## src/rtl/ringosc_freq_ctrl.sv

```systemverilog
// rtl/ringosc_freq_ctrl.sv - ring oscillator settle/measure sequencer with tap edge counter
module ringosc_freq_ctrl #(
  parameter int WINDOW_W      = 16,
  parameter int COUNT_W       = 16,
  parameter int SETTLE_CYCLES = 8
) (
  input  logic                clk,
  input  logic                rst,
  input  logic                start,
  input  logic [WINDOW_W-1:0] window_len,
  input  logic                ring_tap,
  output logic                osc_en,
  output logic                busy,
  output logic                done,
  output logic [COUNT_W-1:0]  count,
  output logic                overflow
);

  // The cycle counter must span both the settle period and the longest window.
  localparam int SW = $clog2(SETTLE_CYCLES + 1);
  localparam int CW = (WINDOW_W > SW) ? WINDOW_W : SW;

  typedef enum logic [1:0] {IDLE, SETTLE, MEASURE, DONE} state_t;

  state_t              state, state_nx;
  logic [WINDOW_W-1:0] win_q;
  logic [CW-1:0]       cyc;
  logic                s1, s2, s3;
  logic                tap_rise;
  logic                accept;
  logic                settle_last;
  logic                meas_last;

  assign tap_rise    = s2 & ~s3;
  assign settle_last = (cyc == CW'(SETTLE_CYCLES - 1));
  assign meas_last   = (cyc == (CW'(win_q) - CW'(1)));

  // Next-state decode plus the state-derived busy/done flags.
  always_comb begin
    state_nx = state;
    busy     = 1'b0;
    done     = 1'b0;
    accept   = 1'b0;
    case (state)
      IDLE, DONE: begin
        done = (state == DONE);
        if (start) begin
          accept   = 1'b1;
          state_nx = (window_len == '0) ? DONE : SETTLE;
        end else begin
          state_nx = IDLE;
        end
      end
      SETTLE: begin
        busy = 1'b1;
        if (settle_last) state_nx = MEASURE;
      end
      MEASURE: begin
        busy = 1'b1;
        if (meas_last) state_nx = DONE;
      end
      default: state_nx = IDLE;
    endcase
  end

  // State, tap synchronizer, phase counter and the saturating edge counter.
  always_ff @(posedge clk) begin
    if (rst) begin
      state    <= IDLE;
      osc_en   <= 1'b0;
      s1       <= 1'b0;
      s2       <= 1'b0;
      s3       <= 1'b0;
      win_q    <= '0;
      cyc      <= '0;
      count    <= '0;
      overflow <= 1'b0;
    end else begin
      state  <= state_nx;
      // Registered so the loopback select never glitches on decode.
      osc_en <= (state_nx == SETTLE) || (state_nx == MEASURE);
      s1     <= ring_tap;
      s2     <= s1;
      s3     <= s2;
      if (accept) begin
        win_q    <= window_len;
        cyc      <= '0;
        count    <= '0;
        overflow <= 1'b0;
      end else begin
        case (state)
          SETTLE: cyc <= settle_last ? '0 : cyc + CW'(1);
          MEASURE: begin
            cyc <= cyc + CW'(1);
            // A rise arriving with the counter already full is a lost edge.
            if (tap_rise) begin
              if (&count) overflow <= 1'b1;
              else        count    <= count + COUNT_W'(1);
            end
          end
          default: cyc <= cyc;
        endcase
      end
    end
  end

endmodule
```

## config.mk

```make
export PLATFORM = sky130hd
export DESIGN_NAME = ringosc_freq_ctrl
export DESIGN_NICKNAME = d
export VERILOG_FILES = /design/src/rtl/ringosc_freq_ctrl.sv
export SDC_FILE = /design/constraint.sdc
export NUM_CORES = 1
export LEC_CHECK = 0
export ABC_AREA = 1
export CAP_MARGIN = 20
export CORE_MARGIN = 4
export CORE_UTILIZATION = 41
export CTS_CLUSTER_DIAMETER = 100
export DETAILED_ROUTE_END_ITERATION = 10
export GPL_TIMING_DRIVEN = 1
export PLACE_DENSITY = 0.62
export SLEW_MARGIN = 20
export SYNTH_ARGS = -nofsm -noshare
export SYNTH_HDL_FRONTEND = slang
export SYNTH_SLANG_ARGS = --single-unit
```

## constraint.sdc

```tcl
create_clock -name clk -period 3.99 [get_ports clk]
set_clock_uncertainty 0.15 [all_clocks]
set_input_delay 0.399 -clock clk [delete_from_list [all_inputs] [get_ports clk]]
set_output_delay 0.399 -clock clk [all_outputs]
set_load 0.005 [all_outputs]
```

==> run summary, run 1 <==
Outcome -> finished clean
Lkg Pwr -> 0.00155 uW
Yosys top cell area share -> 34.9%
Sequential fraction of the synthesis area -> 34.9%
Drt initial violations -> 99
Final Non-Filler Cells -> 594
RSZ-0062 raised after global routing -> false
Hold slack -> 257 ps
Clk buf depth -> 2
Fillcell total -> 750
R2R depth -> 8
Antenna diodes -> 0
Power share of the clock group -> 26.9%
Yosys reg bits -> 55
Mean Syn Cell Area -> 6.94 um2
I/O pin cnt -> 40
CP Max Fanout -> 14
P_int -> 852 uW
Post-layout util -> 50.7%
Actual slew at the worst max-slew pin -> 682 ps
Multi-input logic area -> 1770 um2
# clock sinks -> 55
Root Buffer -> clkbuf_8
FF-to-FF setup slack -> 1320 ps
DRT Wirelength -> 7340 um
DR WL/cell -> 12.4 um
Syn nets -> 481
Post-CTS Setup Inserts -> 0
RR Endpoint -> cyc[15]
Post-synth EDFFs -> 0
First-pass GRT wire length -> 12200 um
Sw Ratio -> 33.2%
Final Hold Fails -> 0
Critical path type -> reg2reg
Ys flop type -> dfxtp_1
DP Cell Count -> 586
Net Switching -> 424 uW
Worst Setup End Kind -> flip-flop
Max Cap Violations -> 0
Layout area overhead -> 18.4%
Post-route minimum period -> 2670 ps
Starting density of the core -> 42.9%
VDD IR max -> 0.112 mV
Die Area -> 9170 um2
Die Wd -> 95.8 um
Most common cell in the netlist -> nand2_1
Nets -> 520
Die height -> 95.8 um
Asr flop ratio synth -> 0%
Core area -> 7370 um2
Clk_lat worst skew -> 310 ps
Post_cts resized -> 0
Largest net degree at the start of global routing -> 24
Final worst-path cycle share -> 66.8%
Worst EP arrival -> 2780 ps
Most area-hungry cell type in the Yosys netlist -> dfxtp_1
Reg area -> 1100 um2
Sequential Power Share -> 47.5%
Type of the most critical hold path -> reg2reg
Drt drc -> 0
Gate power share -> 25.6%
CTS tree -> built
Placer Congestion -> 0.834
Worst hold endpoint -> s2
Vias -> 2901
Cell area after placement -> 3640 um2
TritonCTS Buffers -> 5
Cell row count -> 31
Cell Area, Synth -> 3160 um2
Post-route cell area -> 3740 um2
Initial antenna violation count -> 0
WHS Path Cells -> 2
Worst Hold Launch -> s1
Endpoints failing setup -> 0
Fraction of layout cells with a size suffix above 1 -> 8.89%
Overflow after GRT -> 0
Clk slew on worst S/H paths -> 100 ps
I/O Buffers -> 39
Instance count of the mapped netlist -> 455
Critical path launch point type -> flip-flop
Unique masters post-synth -> 41
Yosys warning total -> 0
Synth top area cells -> dfxtp_1, nand2_1, nor2_1
Cts hold-fix bufs -> 0
# H-tree levels -> 2
Final ANT Viol Nets -> 0
CP Data Required Time -> 4110 ps
Setup TNS -> 0 ps
Final Max Slew Viols -> 0
Pwr dens -> 341 nW/um2
Reg2reg start -> state[0]
All-Layer GR Usage -> 16.9%
DR vias/cell -> 4.88
Detailed placer's ending HPWL -> 5730 um
Slew margin rel. -> 54.1%
Synth cell count leaders -> nand2_1, nor2_1, inv_1, dfxtp_1, a21oi_1
Vias in the first global route -> 2698
Fmax -> 0.375 GHz
TritonRoute pass-1 iters -> 4
[how the worst max path moves through the flow]
stage / from / end / slack [ps]
CTS: state[0] / cyc[15] / 1350
floorplan: state[0] / cyc[15] / 1870
detailed placement: state[0] / count[9] / 1340
global route: state[0] / cyc[15] / 1020
global placement: state[0] / cyc[15] / 1420
finish: state[0] / cyc[15] / 1320
[cell usage in the layout, fill, tap and decap left out, types with 13 or more instances in the layout]
cell type and instances:
nand3_1 22, nand2_1 99, inv_1 60, dfxtp_1 55
xor2_1 16, nor2_1 65, a21oi_1 24, clkdlybuf4s50_1 39
a211oi_1 15, nor3_1 13
[power by group through the flow]
stage                     Sequential (uW)  Clock (uW)  Combinational (uW)
after CTS                             606         357                 330
after floorplan                       611           0                 248
after detailed placement              619           0                 329
final                                 606         342                 327
after global routing                  610         376                 373
after global placement                618           0                 321
[critical path, stage by stage, from the launching register on]
cell	delay [ps]
dfxtp_1	390
inv_1	70
ha_1	460
nand2_1	140
inv_1	210
nor2_1	580
o41ai_2	310
a21oi_1	180
o21a_1	130
[flip-flops by register name (all words and copies together), names as in the netlist]
signal	count
s2	1
osc_en	1
count	16
cyc	16
s1	1
s3	1
state	2
win_q	16
overflow	1
[per-stage QoR]
stage	worst slack [ps]	total power, uW
after detailed placement	1340	948
after global placement	1420	940
after CTS	1350	1290
after floorplan	1870	859
final	1320	1280
after global routing	1020	1360
[routing by layer]
layer | global-route usage (%) | part of all wire [%]
met3 | 3.75 | 3.9
met4 | 3.55 | 1.1
met5 | 0 | 0
met2 | 28.4 | 47
met1 | 22.1 | 48
[cell type report]
type / instances / area share (%)
multi-input cells: 326 / 47.2
inverters: 65 / 6.52
repair buffers: 41 / 10.8
clock inverters: 2 / 0.468
clock buffers: 6 / 2.21
flip-flops and latches: 55 / 29.4
well taps: 99 / 3.31
[cell families (layout without fill, tap and decap cells)]
group	after synthesis	in the layout	synth area share, %
xor+xnor	24	24	7.09
simple gates	242	242	35.6
fa+ha+maj	6	6	2.38
flops	55	55	34.9
buf+inv	74	114	9.23
compound gates	54	54	10.8
(Power assumes the default switching activity.)
==> run 2: changes to the inputs <==
==> constraint.sdc (replaced) <==
create_clock -name clk -period 2.7 [get_ports clk]
set_clock_uncertainty 0.15 [all_clocks]
set_input_delay 0.27 -clock clk [delete_from_list [all_inputs] [get_ports clk]]
set_output_delay 0.27 -clock clk [all_outputs]
set_load 0.005 [all_outputs]
==> run 2 against run 1 <==
Net effect: sequential power rose by 48%; setup slack got worse by 1100 ps; largest cell class unchanged; critical endpoint is now busy; utilization rose by 0.12 points; clock-buffer cell count fell by 1; global-route usage rose by 0.82 points; highest routed layer unchanged.
==> run summary, run 2 (synthesized netlist as in run 1, its figures left out) <==
Drt drc -> 0 (unchanged)
# H-tree levels -> 2 (unchanged)
Layout area overhead -> 18.7%
Vias in the first global route -> 2719 (+0.78%)
Worst path slowest cell -> clkdlybuf4s50_1
Detailed placer's ending HPWL -> 5830 um (+1.9%)
CP Max Fanout -> 8 (-6)
Overflow after GRT -> 0 (unchanged)
Antenna diodes -> 0 (unchanged)
Die Area -> 9170 um2 (unchanged)
I/O pin cnt -> 40 (unchanged)
Clk_lat worst skew -> 310 ps (about the same)
GR Util met2 -> 29.1% (+0.75 points)
Largest net degree at the start of global routing -> 23 (-4.2%)
Clk slew on worst S/H paths -> 100 ps (about the same)
Slew margin rel. -> 58.5% (+4.5 points)
Critical path launch point type -> flip-flop
Post-layout util -> 50.9% (+0.12 points)
Most frequent CP cell -> inv_1
Actual slew at the worst max-slew pin -> 620 ps (-61.7 ps)
Post_cts resized -> 0 (unchanged)
Root Buffer -> clkbuf_8
Initial antenna violation count -> 0 (unchanged)
Clk buf depth -> 2 (unchanged)
Fraction of layout cells with a size suffix above 1 -> 9.26% (+0.37 points)
Core area -> 7370 um2 (unchanged)
Final Non-Filler Cells -> 596 (+0.34%)
Met3 Usage GRT -> 2.97% (-0.78 points)
All-Layer GR Usage -> 17.7% (+0.82 points)
Final worst-path cycle share -> 93.2%
Outcome -> finished clean
DR WL/cell -> 12.5 um (+1.2%)
Hold slack -> 260 ps (+2.62 ps)
Final Hold Fails -> 0 (unchanged)
TritonCTS Buffers -> 5 (unchanged)
Final ANT Viol Nets -> 0 (unchanged)
Multi-input logic area -> 1770 um2 (unchanged)
Pwr dens -> 495 nW/um2 (+45%)
I/O Buffers -> 39 (unchanged)
DP Cell Count -> 589 (+0.51%)
Lkg Pwr -> 0.00155 uW (+0.41%)
TritonRoute pass-1 iters -> 4 (unchanged)
Cts hold-fix bufs -> 0 (unchanged)
GRT Max-Usage Layer -> met2
Worst Setup End Kind -> output pin
Starting density of the core -> 42.9% (unchanged)
Vias -> 2899 (-0.069%)
DRT Wirelength -> 7450 um (+1.5%)
VDD IR max -> 0.235 mV (+110%)
Crit path cell chain -> inv_1, ha_1, buf_4, inv_1, clkdlybuf4s50_1
Drt initial violations -> 96 (-3.0%)
Post-route minimum period -> 2520 ps
Post-CTS Setup Inserts -> 0 (unchanged)
Largest registers -> count x16, cyc x16, win_q x16
Final Max Slew Viols -> 0 (unchanged)
Fillcell total -> 783 (+4.4%)
Die Wd -> 95.8 um (unchanged)
Die height -> 95.8 um (unchanged)
DR vias/cell -> 4.86 (-0.40%)
Max Cap Violations -> 0 (unchanged)
RSZ-0062 raised after global routing -> false
# clock sinks -> 55 (unchanged)
First-pass GRT wire length -> 12700 um (+3.8%)
Met1 track demand over resource -> 23.7% (+1.5 points)
Nets -> 523 (+0.58%)
CP Data Required Time -> 2280 ps (-1830 ps)
CTS tree -> built
Biggest cell delay along the critical path -> 550 ps (-30 ps)
Type of the most critical hold path -> reg2reg
Setup TNS -> 0 ps (unchanged)
Critical path type -> reg2out
Placer Congestion -> 0.847 (+1.5%)
Most frequent cells in the layout -> nand2_1, nor2_1, inv_1
Cell row count -> 31 (unchanged)
Commonest non-fill, non-tap cell in the layout -> nand2_1
Endpoints failing setup -> 0 (unchanged)
Reg area -> 1100 um2 (unchanged)
Worst EP arrival -> 2100 ps (-680 ps)
Fmax -> 0.397 GHz
run 2: critical path, delay by kind of cell, from the launching register on:
family,cells,cell delay [ps]
buffers and inverters,4,1010
DFF,1,400
adders and majority gates,1,370
run 2: per-stage QoR:
step / cell area [um2] / total power [uW] / setup WS (ps)
floorplan: 3160 / 1270 / 576
global placement: 3660 / 1400 / 436
detailed placement: 3660 / 1410 / 374
CTS: 3750 / 1880 / 173
global route: 3750 / 1970 / 79.2
finish: 3750 / 1850 / 184
run 2: final timing paths:
check	slack, ps	endpoint	depth (start not counted)	startpoint
worst max-delay path	180	busy	5	state[0]
worst min-delay path	260	s2	2	s1
worst max register to register	330	cyc[15]	9	state[0]
worst min register to register	260	s2	2	s1
run 2: area by class of cell:
cell class | count | area share (%)
tap | 99 | 3.30
clock inverter | 2 | 0.467
clock buffer | 5 | 1.84
timing repair buffer | 44 | 11.4
inverter | 65 | 6.51
multi-input combinational | 326 | 47.1
sequential | 55 | 29.4
run 2: power by group:
part	total (uW)	switching, uW	internal, uW
Combinational	492	294	199
Sequential	894	41.6	853
Clock	468	284	183
Total	1850	619	1230
run 2: layer usage:
| metal | share of wire [%] | up-vias |
|---|---|---|
| met3 | 3.2 | 10 |
| li1 | - | 1544 |
| met5 | 0 | - |
| met4 | 1.5 | 0 |
| met2 | 47 | 44 |
| met1 | 48 | 1301 |
==> run 3: changes to the inputs <==
--- a/config.mk
+++ b/config.mk
@@ -13,6 +13,7 @@
 export DETAILED_ROUTE_END_ITERATION = 10
 export GPL_TIMING_DRIVEN = 1
 export PLACE_DENSITY = 0.62
+export SKIP_CTS_REPAIR_TIMING = 1
 export SLEW_MARGIN = 20
 export SYNTH_ARGS = -nofsm -noshare
 export SYNTH_HDL_FRONTEND = slang
==> constraint.sdc (replaced) <==
create_clock -name clk -period 3.15 [get_ports clk]
set_clock_uncertainty 0.15 [all_clocks]
set_input_delay 0.315 -clock clk [delete_from_list [all_inputs] [get_ports clk]]
set_output_delay 0.315 -clock clk [all_outputs]
set_load 0.005 [all_outputs]
==> run 3 against run 2 <==
Net effect: sequential cell count unchanged; first-iteration DRC count up 2.1%; die area unchanged; utilization down 0.20 points; sequential power down 14%; non-clock buffer count down 2; combinational power down 17%; largest power group unchanged; clock power down 14%; setup slack better by 460 ps; critical path depth down 1; sequential share of layout area up 0.12 points.
==> run summary, run 3 (synthesized netlist as in run 1, its figures left out) <==
Worst slack at placement -> 772 ps (+398 ps)
Critical path launch point type -> flip-flop
Biggest cell delay along the critical path -> 550 ps (about the same)
TritonCTS Buffers -> 5 (unchanged)
Worst path slowest cell -> clkdlybuf4s50_1
Root Buffer -> clkbuf_8
Drt drc -> 0 (unchanged)
Detailed placer's ending HPWL -> 5590 um (-4.2%)
Initial antenna violation count -> 0 (unchanged)
Die Wd -> 95.8 um (unchanged)
Fraction of layout cells with a size suffix above 1 -> 8.89% (-0.37 points)
Antenna diodes -> 0 (unchanged)
Die Area -> 9170 um2 (unchanged)
Overflow after GRT -> 0 (unchanged)
Commonest non-fill, non-tap cell in the layout -> nand2_1
Actual slew at the worst max-slew pin -> 728 ps (+108 ps)
Post-route minimum period -> 2510 ps
Final Hold Fails -> 0 (unchanged)
Endpoints failing setup -> 0 (unchanged)
Pwr dens -> 423 nW/um2 (-15%)
Drt initial violations -> 98 (+2.1%)
PnR worst setup slack -> 643 ps (+460 ps)
Final ANT Viol Nets -> 0 (unchanged)
Clk slew on worst S/H paths -> 100 ps (about the same)
Clk_lat worst skew -> 320 ps (about the same)
Cell area after placement -> 3650 um2 (-0.41%)
Final Max Slew Viols -> 0 (unchanged)
Placer Congestion -> 0.843 (-0.38%)
Largest registers -> count x16, cyc x16, win_q x16
CP Max Fanout -> 11 (+3)
Largest net degree at the start of global routing -> 23 (unchanged)
Layout area overhead -> 18.2%
Vias in the first global route -> 2770 (+1.9%)
VDD IR max -> 0.184 mV (-22%)
WP buf/inv -> 3 (-1)
Outcome -> finished clean
Vias -> 2841 (-2.0%)
Clk buf depth -> 2 (unchanged)
Critical path type -> reg2out
DRT Wirelength -> 7160 um (-3.9%)
Nets -> 521 (-0.38%)
Worst Setup End Kind -> output pin
TritonRoute pass-1 iters -> 4 (unchanged)
Fmax -> 0.399 GHz
Most frequent CP cell -> inv_1
I/O pin cnt -> 40 (unchanged)
Die height -> 95.8 um (unchanged)
DR WL/cell -> 12.0 um (-3.6%)
Core area -> 7370 um2 (unchanged)
CTS tree -> built
Worst EP arrival -> 2040 ps (-60 ps)
Type of the most critical hold path -> reg2reg
Lkg Pwr -> 0.00154 uW (-0.58%)
Starting density of the core -> 42.9% (unchanged)
Setup TNS -> 0 ps (unchanged)
Final worst-path cycle share -> 79.6%
Slew margin rel. -> 50.9% (-7.6 points)
# H-tree levels -> 2 (unchanged)
Crit path cell chain -> inv_1, ha_1, inv_1, clkdlybuf4s50_1
Max Cap Violations -> 0 (unchanged)
# clock sinks -> 55 (unchanged)
RSZ-0062 raised after global routing -> false
DR vias/cell -> 4.78 (-1.7%)
Cell row count -> 31 (unchanged)
Post-route cell area -> 3730 um2 (-0.40%)
I/O Buffers -> 39 (unchanged)
Most frequent cells in the layout -> nand2_1, nor2_1, inv_1
CP Data Required Time -> 2680 ps (+400 ps)
First-pass GRT wire length -> 12300 um (-3.3%)
CP delay by family, top -> buffers and inverters
All-Layer GR Usage -> 16.9% (-0.75 points)
-- run 3: worst register-to-register path, cell delays in order (launching register included) --
cell     delay, ps
dfxtp_1        390
inv_1           80
ha_1           520
nand2_1        130
inv_1          350
nor2_1          80
buf_4          180
inv_2          260
nor3_1         110
-- run 3: final timing paths --
path	start	to	slack, ps	depth (start not counted)
worst max-delay path	state[0]	busy	640	4
worst min-delay path	s1	s2	260	2
worst max register to register	state[0]	count[11]	800	8
worst min register to register	s1	s2	260	2
-- run 3: cell type report --
cell class / instances / area (um2)
fillers: 760 / 3640
multi-input cells: 326 / 1770
flip-flops and latches: 55 / 1100
repair buffers: 42 / 413
inverters: 65 / 244
well taps: 99 / 124
clock buffers: 5 / 68.8
clock inverters: 2 / 17.5
-- run 3: where the power goes --
group / total (uW) / switching [uW] / internal (uW)
Combinational: 410 / 246 / 164
Clock: 401 / 244 / 157
Sequential: 766 / 35.3 / 731
-- run 3: metal layers --
layer	wire length (um)	global-route usage (%)	vias up
met4	97	5.09	0
met3	349	3.28	11
met5	0	0	-
met1	3380	21.3	1229
li1	-	-	1545
met2	3330	29.2	56
-- run 3: through the flow --
stage          std cells  power (uW)  hold slack [ps]  util (%)
2_1_floorplan        455        1090              238         -
3_3_place_gp         587        1190              240      49.5
3_5_place_dp         587        1200              245      49.5
4_1_cts              594        1600              261      50.7
5_1_grt              594        1690              268      50.7
6_report             594        1580              265      50.7
